$ cat src/rtl/butterfly_cplx_pipe.sv
// butterfly_cplx_pipe: 3-stage radix-2 DIT complex butterfly y1 = a + b*w, y2 = a - b*w with scaling, bypass and saturation
module butterfly_cplx_pipe #(
   parameter int N = 4,
   parameter int LAT = 3,
   localparam int W = 2**N
) (
   input  logic                clk,
   input  logic                rst,
   input  logic                in_valid,
   input  logic signed [W-1:0] a_re,
   input  logic signed [W-1:0] a_im,
   input  logic signed [W-1:0] b_re,
   input  logic signed [W-1:0] b_im,
   input  logic signed [W-1:0] w_re,
   input  logic signed [W-1:0] w_im,
   input  logic                scale,
   input  logic                bypass,
   input  logic                clr_ovf,
   output logic signed [W-1:0] y1_re,
   output logic signed [W-1:0] y1_im,
   output logic signed [W-1:0] y2_re,
   output logic signed [W-1:0] y2_im,
   output logic                out_valid,
   output logic                ovf
);
   if (LAT != 3) begin : g_lat_unsupported
      $error("butterfly_cplx_pipe is built for a latency of exactly 3");
   end
   localparam logic signed [2*W:0] RND = (2*W+1)'(1) << (W-2);
   localparam logic signed [W+1:0] HI = {3'b000, {(W-1){1'b1}}};
   localparam logic signed [W+1:0] LO = {3'b111, {(W-1){1'b0}}};
   logic                  v1_q, sc1_q, bp1_q;
   logic signed [W-1:0]   ar1_q, ai1_q, br1_q, bi1_q;
   logic signed [2*W-1:0] prr_q, pii_q, pri_q, pir_q;
   logic                  v2_q, sc2_q;
   logic signed [W-1:0]   ar2_q, ai2_q;
   logic signed [2*W:0]   tr, ti;
   logic signed [W:0]     tr2_d, ti2_d, tr2_q, ti2_q;
   logic signed [W+1:0]   s1r, s1i, s2r, s2i;
   logic [W:0]            q1r, q1i, q2r, q2i;
   logic signed [W-1:0]   y1r_q, y1i_q, y2r_q, y2i_q;
   logic                  out_valid_q, ovf_q, ovf_d;
   function automatic logic signed [W+1:0] scl(input logic sc, input logic signed [W+1:0] s);
      return sc ? (s + (W+2)'(1)) >>> 1 : s;
   endfunction
   // returns {saturated, clamped value}
   function automatic logic [W:0] sat(input logic signed [W+1:0] s);
      return s > HI ? {1'b1, HI[W-1:0]} : s < LO ? {1'b1, LO[W-1:0]} : {1'b0, s[W-1:0]};
   endfunction
   // stage 1: capture a and controls, form the four partial products
   always_ff @(posedge clk) begin
      if (!rst) begin
         {v1_q, sc1_q, bp1_q} <= '0;
         {ar1_q, ai1_q, br1_q, bi1_q} <= '0;
         {prr_q, pii_q, pri_q, pir_q} <= '0;
      end else begin
         v1_q  <= in_valid;
         sc1_q <= scale;
         bp1_q <= bypass;
         ar1_q <= a_re;
         ai1_q <= a_im;
         br1_q <= b_re;
         bi1_q <= b_im;
         prr_q <= (2*W)'(b_re) * (2*W)'(w_re);
         pii_q <= (2*W)'(b_im) * (2*W)'(w_im);
         pri_q <= (2*W)'(b_re) * (2*W)'(w_im);
         pir_q <= (2*W)'(b_im) * (2*W)'(w_re);
      end
   end
   // stage 2 combinational: complex product, round half-up back to Q1 scale, or pass b on bypass
   always_comb begin
      tr    = (2*W+1)'(prr_q) - (2*W+1)'(pii_q);
      ti    = (2*W+1)'(pri_q) + (2*W+1)'(pir_q);
      tr2_d = bp1_q ? (W+1)'(br1_q) : (W+1)'((tr + RND) >>> (W-1));
      ti2_d = bp1_q ? (W+1)'(bi1_q) : (W+1)'((ti + RND) >>> (W-1));
   end
   // stage 2 register: rounded twiddled operand t with a and scale
   always_ff @(posedge clk) begin
      if (!rst) begin
         {v2_q, sc2_q} <= '0;
         {ar2_q, ai2_q, tr2_q, ti2_q} <= '0;
      end else begin
         v2_q  <= v1_q;
         sc2_q <= sc1_q;
         ar2_q <= ar1_q;
         ai2_q <= ai1_q;
         tr2_q <= tr2_d;
         ti2_q <= ti2_d;
      end
   end
   // stage 3 combinational: butterfly sums, optional halving, saturation and overflow update
   always_comb begin
      s1r   = scl(sc2_q, (W+2)'(ar2_q) + (W+2)'(tr2_q));
      s1i   = scl(sc2_q, (W+2)'(ai2_q) + (W+2)'(ti2_q));
      s2r   = scl(sc2_q, (W+2)'(ar2_q) - (W+2)'(tr2_q));
      s2i   = scl(sc2_q, (W+2)'(ai2_q) - (W+2)'(ti2_q));
      q1r   = sat(s1r);
      q1i   = sat(s1i);
      q2r   = sat(s2r);
      q2i   = sat(s2i);
      ovf_d = (v2_q && (q1r[W] || q1i[W] || q2r[W] || q2i[W])) ? 1'b1 : clr_ovf ? 1'b0 : ovf_q;
   end
   // stage 3 register: outputs load only on valid sets and hold otherwise
   always_ff @(posedge clk) begin
      if (!rst) begin
         {out_valid_q, ovf_q} <= '0;
         {y1r_q, y1i_q, y2r_q, y2i_q} <= '0;
      end else begin
         out_valid_q <= v2_q;
         ovf_q       <= ovf_d;
         if (v2_q) begin
            y1r_q <= q1r[W-1:0];
            y1i_q <= q1i[W-1:0];
            y2r_q <= q2r[W-1:0];
            y2i_q <= q2i[W-1:0];
         end
      end
   end
   assign y1_re     = y1r_q;
   assign y1_im     = y1i_q;
   assign y2_re     = y2r_q;
   assign y2_im     = y2i_q;
   assign out_valid = out_valid_q;
   assign ovf       = ovf_q;
endmodule
$ cat config.mk
export PLATFORM = sky130hd
export DESIGN_NAME = butterfly_cplx_pipe
export DESIGN_NICKNAME = d
export VERILOG_FILES = /design/src/rtl/butterfly_cplx_pipe.sv
export SDC_FILE = /design/constraint.sdc
export NUM_CORES = 2
export LEC_CHECK = 0
export BUFFER_PORTS_ARGS = -buffer_cell sky130_fd_sc_hd__buf_4
export CAP_MARGIN = 25
export CORE_ASPECT_RATIO = 0.5
export CORE_MARGIN = 10
export CORE_UTILIZATION = 42
export CTS_BUF_LIST = sky130_fd_sc_hd__clkbuf_4 sky130_fd_sc_hd__clkbuf_8
export DETAILED_ROUTE_END_ITERATION = 8
export MAX_ROUTING_LAYER = met4
export PLACE_DENSITY_LB_ADDON = 0.3
export RECOVER_POWER = 50
export REMOVE_ABC_BUFFERS = 1
export SYNTH_ARGS = -nofsm -noshare
export SYNTH_HDL_FRONTEND = slang
export SYNTH_SLANG_ARGS = --single-unit
$ cat constraint.sdc
create_clock -name clk -period 6.91 [get_ports clk]
set_clock_uncertainty 0.15 [all_clocks]
set_input_delay 1.0365 -clock clk [delete_from_list [all_inputs] [get_ports clk]]
set_output_delay 1.0365 -clock clk [all_outputs]
set_load 0.05 [all_outputs]
==> metrics.cfg <==
[yosys]
synth-seq-cells=329
syn_avg_cell_area_um2=8.78
syn-instance-count=6518
synth.distinct_cells=105
seq_area_frac_synth_pct=11.5
synth_edf_count=0
synth_area_mm2=0.0572
yosysWarnings=0
ys.flop_type=dfxtp_1
async_flop_share_pct=0

[sta]
fin_crit_ns=6.68
fmax_ghz=0.150
finalHoldViolCount=0
fin_ws_ns=0.229
slew_violations=180
slew_headroom_pct=-104
setup_viol=0
finalCritPeriodShare_pct=96.7
tightest_slew_ns=3.06
hold_slack_ns=0.282
rsz0062_at_grt=no

[job]
maxCapViolations=3

[die]
die_y_um=281
num_rows=95
core_area_mm2=0.135
initial_utilization_pct=42.4
io-pin-count=168
dieArea_mm2=0.152
dieWidth_um=542

[clock_tree]
cts_htree_levels=2
cts_hold_buf=0
cts_made_buffers=58
cts_root_buf=clkbuf_8
clock-sinks=329
clk_latency_ns=0.74
tritoncts=done
cts_resized=0
post_cts_buffers=0
cts_buffer_depth=3
clk_transition_reported_paths_ns=0.07

[setup_path]
critPathMaxFanout=16
cp.required_ns=7.40
arrival_ns=7.17
crit_path_start_kind=primary input
endpoint_kind=flop
critPathKind=primary input to flop

[placement]
dp_cells=8729
dp_hpwl_um=130000
port_buffers=167
pre_cts_slack_ns=-0.694
gp_congestion=0.911

[status]
outcome=finished with violations
violations=max-capacitance violations, max-slew violations

[cells_and_area]
nets=8667
areaGrowthSynthToFinish_pct=13.9
final_common_cell=inv_1
layout-drive-gt1-share_pct=11.7
postLayoutCoreUtil_pct=48.4
final_cell_mix=inv_1, fa_1, nand2_1
instances_no_fill=8839

[route]
vias_per_cell=4.99
wl_per_cell_um=17.5
first_iter_violations=2519
drc_errors=0
antenna_left=0
drtPass1Iterations=6
wirelength_um=155000
vias=44100

[global_route]
met2_usage_pct=33.7
grt_overflow=0
grt_pass1_vias=45800
busiest_layer=met2
grt_max_degree=83
grt_pass1_wl_um=252000
antenna_found_initial=11
met3_usage_pct=3.03
grt_util_met1_pct=28.7
grt_use_total_pct=21.2

[worst_hold_path]
hp-class=flop to flop

==> cell usage after synthesis (all sizes together), types with 17 or more instances <==
master | n | area (um^2)
a211oi | 26 | 210
a21o | 90 | 676
a21oi | 232 | 1170
a31oi | 22 | 138
and2 | 518 | 3250
and3 | 23 | 144
buf | 22 | 129
clkbuf | 273 | 1020
dfxtp | 329 | 6590
fa | 1052 | 21100
ha | 518 | 6480
inv | 1346 | 5050
mux2i | 18 | 180
nand2 | 747 | 2800
nand2b | 56 | 350
nand3 | 53 | 283
nand4 | 21 | 131
nor2 | 300 | 1140
nor2b | 44 | 278
nor3 | 75 | 395
nor4 | 17 | 128
o211ai | 30 | 239
o21a | 33 | 248
o21ai | 195 | 980
o21bai | 21 | 158
or2 | 19 | 121
or3 | 25 | 161
xnor2 | 145 | 1310
xor2 | 73 | 647
==> path summary, 6_finish.rpt <==
check                             from                   end  slack (ns)  depth (start not counted)
setup / recovery               b_im[8]  pii_q[30]$_SDFF_PN0_        0.23                         22
hold / removal         v1_q$_SDFF_PN0_       v2_q$_SDFF_PN0_        0.28                          1
setup reg to reg  pri_q[11]$_SDFF_PN0_  ti2_q[15]$_SDFF_PN0_        1.23                         14
hold reg to reg        v1_q$_SDFF_PN0_       v2_q$_SDFF_PN0_        0.28                          1
==> worst max-delay path: stages <==
cell,delay [ns]
buf_4,0.27
buf_4,0.27
nand2_1,0.11
fa_1,0.51
inv_1,0.06
fa_1,0.49
fa_1,0.55
inv_1,0.05
fa_1,0.48
inv_1,0.05
fa_1,0.51
fa_1,0.46
ha_1,0.38
nand4_1,0.10
o21ai_0,0.48
a21oi_1,0.22
o31ai_1,0.30
buf_4,0.17
a211oi_1,0.07
o21ba_2,0.21
o21ai_0,0.21
mux2i_1,0.20
==> sequential cells by signal, summed over array words and instances, names as in the netlist, 16 cells and up <==
register	flops
ai1_q	16
ai2_q	16
pii_q	32
y2_re	16
ti2_q	17
prr_q	32
pri_q	32
tr2_q	17
y1_re	16
ar1_q	16
y1_im	16
bi1_q	16
ar2_q	16
pir_q	32
br1_q	16
y2_im	16
==> stage by stage <==
stage	TNS, ns	instance area (um^2)
after floorplan	-0.0735	56100
after global placement	-11.73	63900
after detailed placement	-13.26	63900
after CTS	0	65400
after global routing	0	65200
final	0	65200
==> logic make-up after synthesis <==
kind of cell | synth area share [%]
AO/OA/AOI/OAI | 9.11
XOR/XNOR | 3.42
adder cells (fa/ha/maj) | 48.1
buffers and inverters | 10.9
flip-flops | 11.5
multiplexers | 0.315
AND/OR/NAND/NOR | 16.7
==> cell type report <==
class                           count  area, um^2
Tap cell                         1794        2240
Fill cell                       13000       69600
Antenna cell                        3        7.51
Clock inverter                     25         407
Timing Repair Buffer              712        5360
Multi-Input combinational cell   4546       44500
Sequential cell                   329        6590
Clock buffer                       82        1050
Inverter                         1348        5060
==> routing by layer <==
metal	vias to the layer above	share of wire (%)
met4	0	2.8
met3	195	5.7
li1	21000	-
met2	999	45
met5	-	0
met1	21900	46
Power is not shown: default switching activity piles up to over one toggle a cycle in this logic, so the estimate is an artifact.
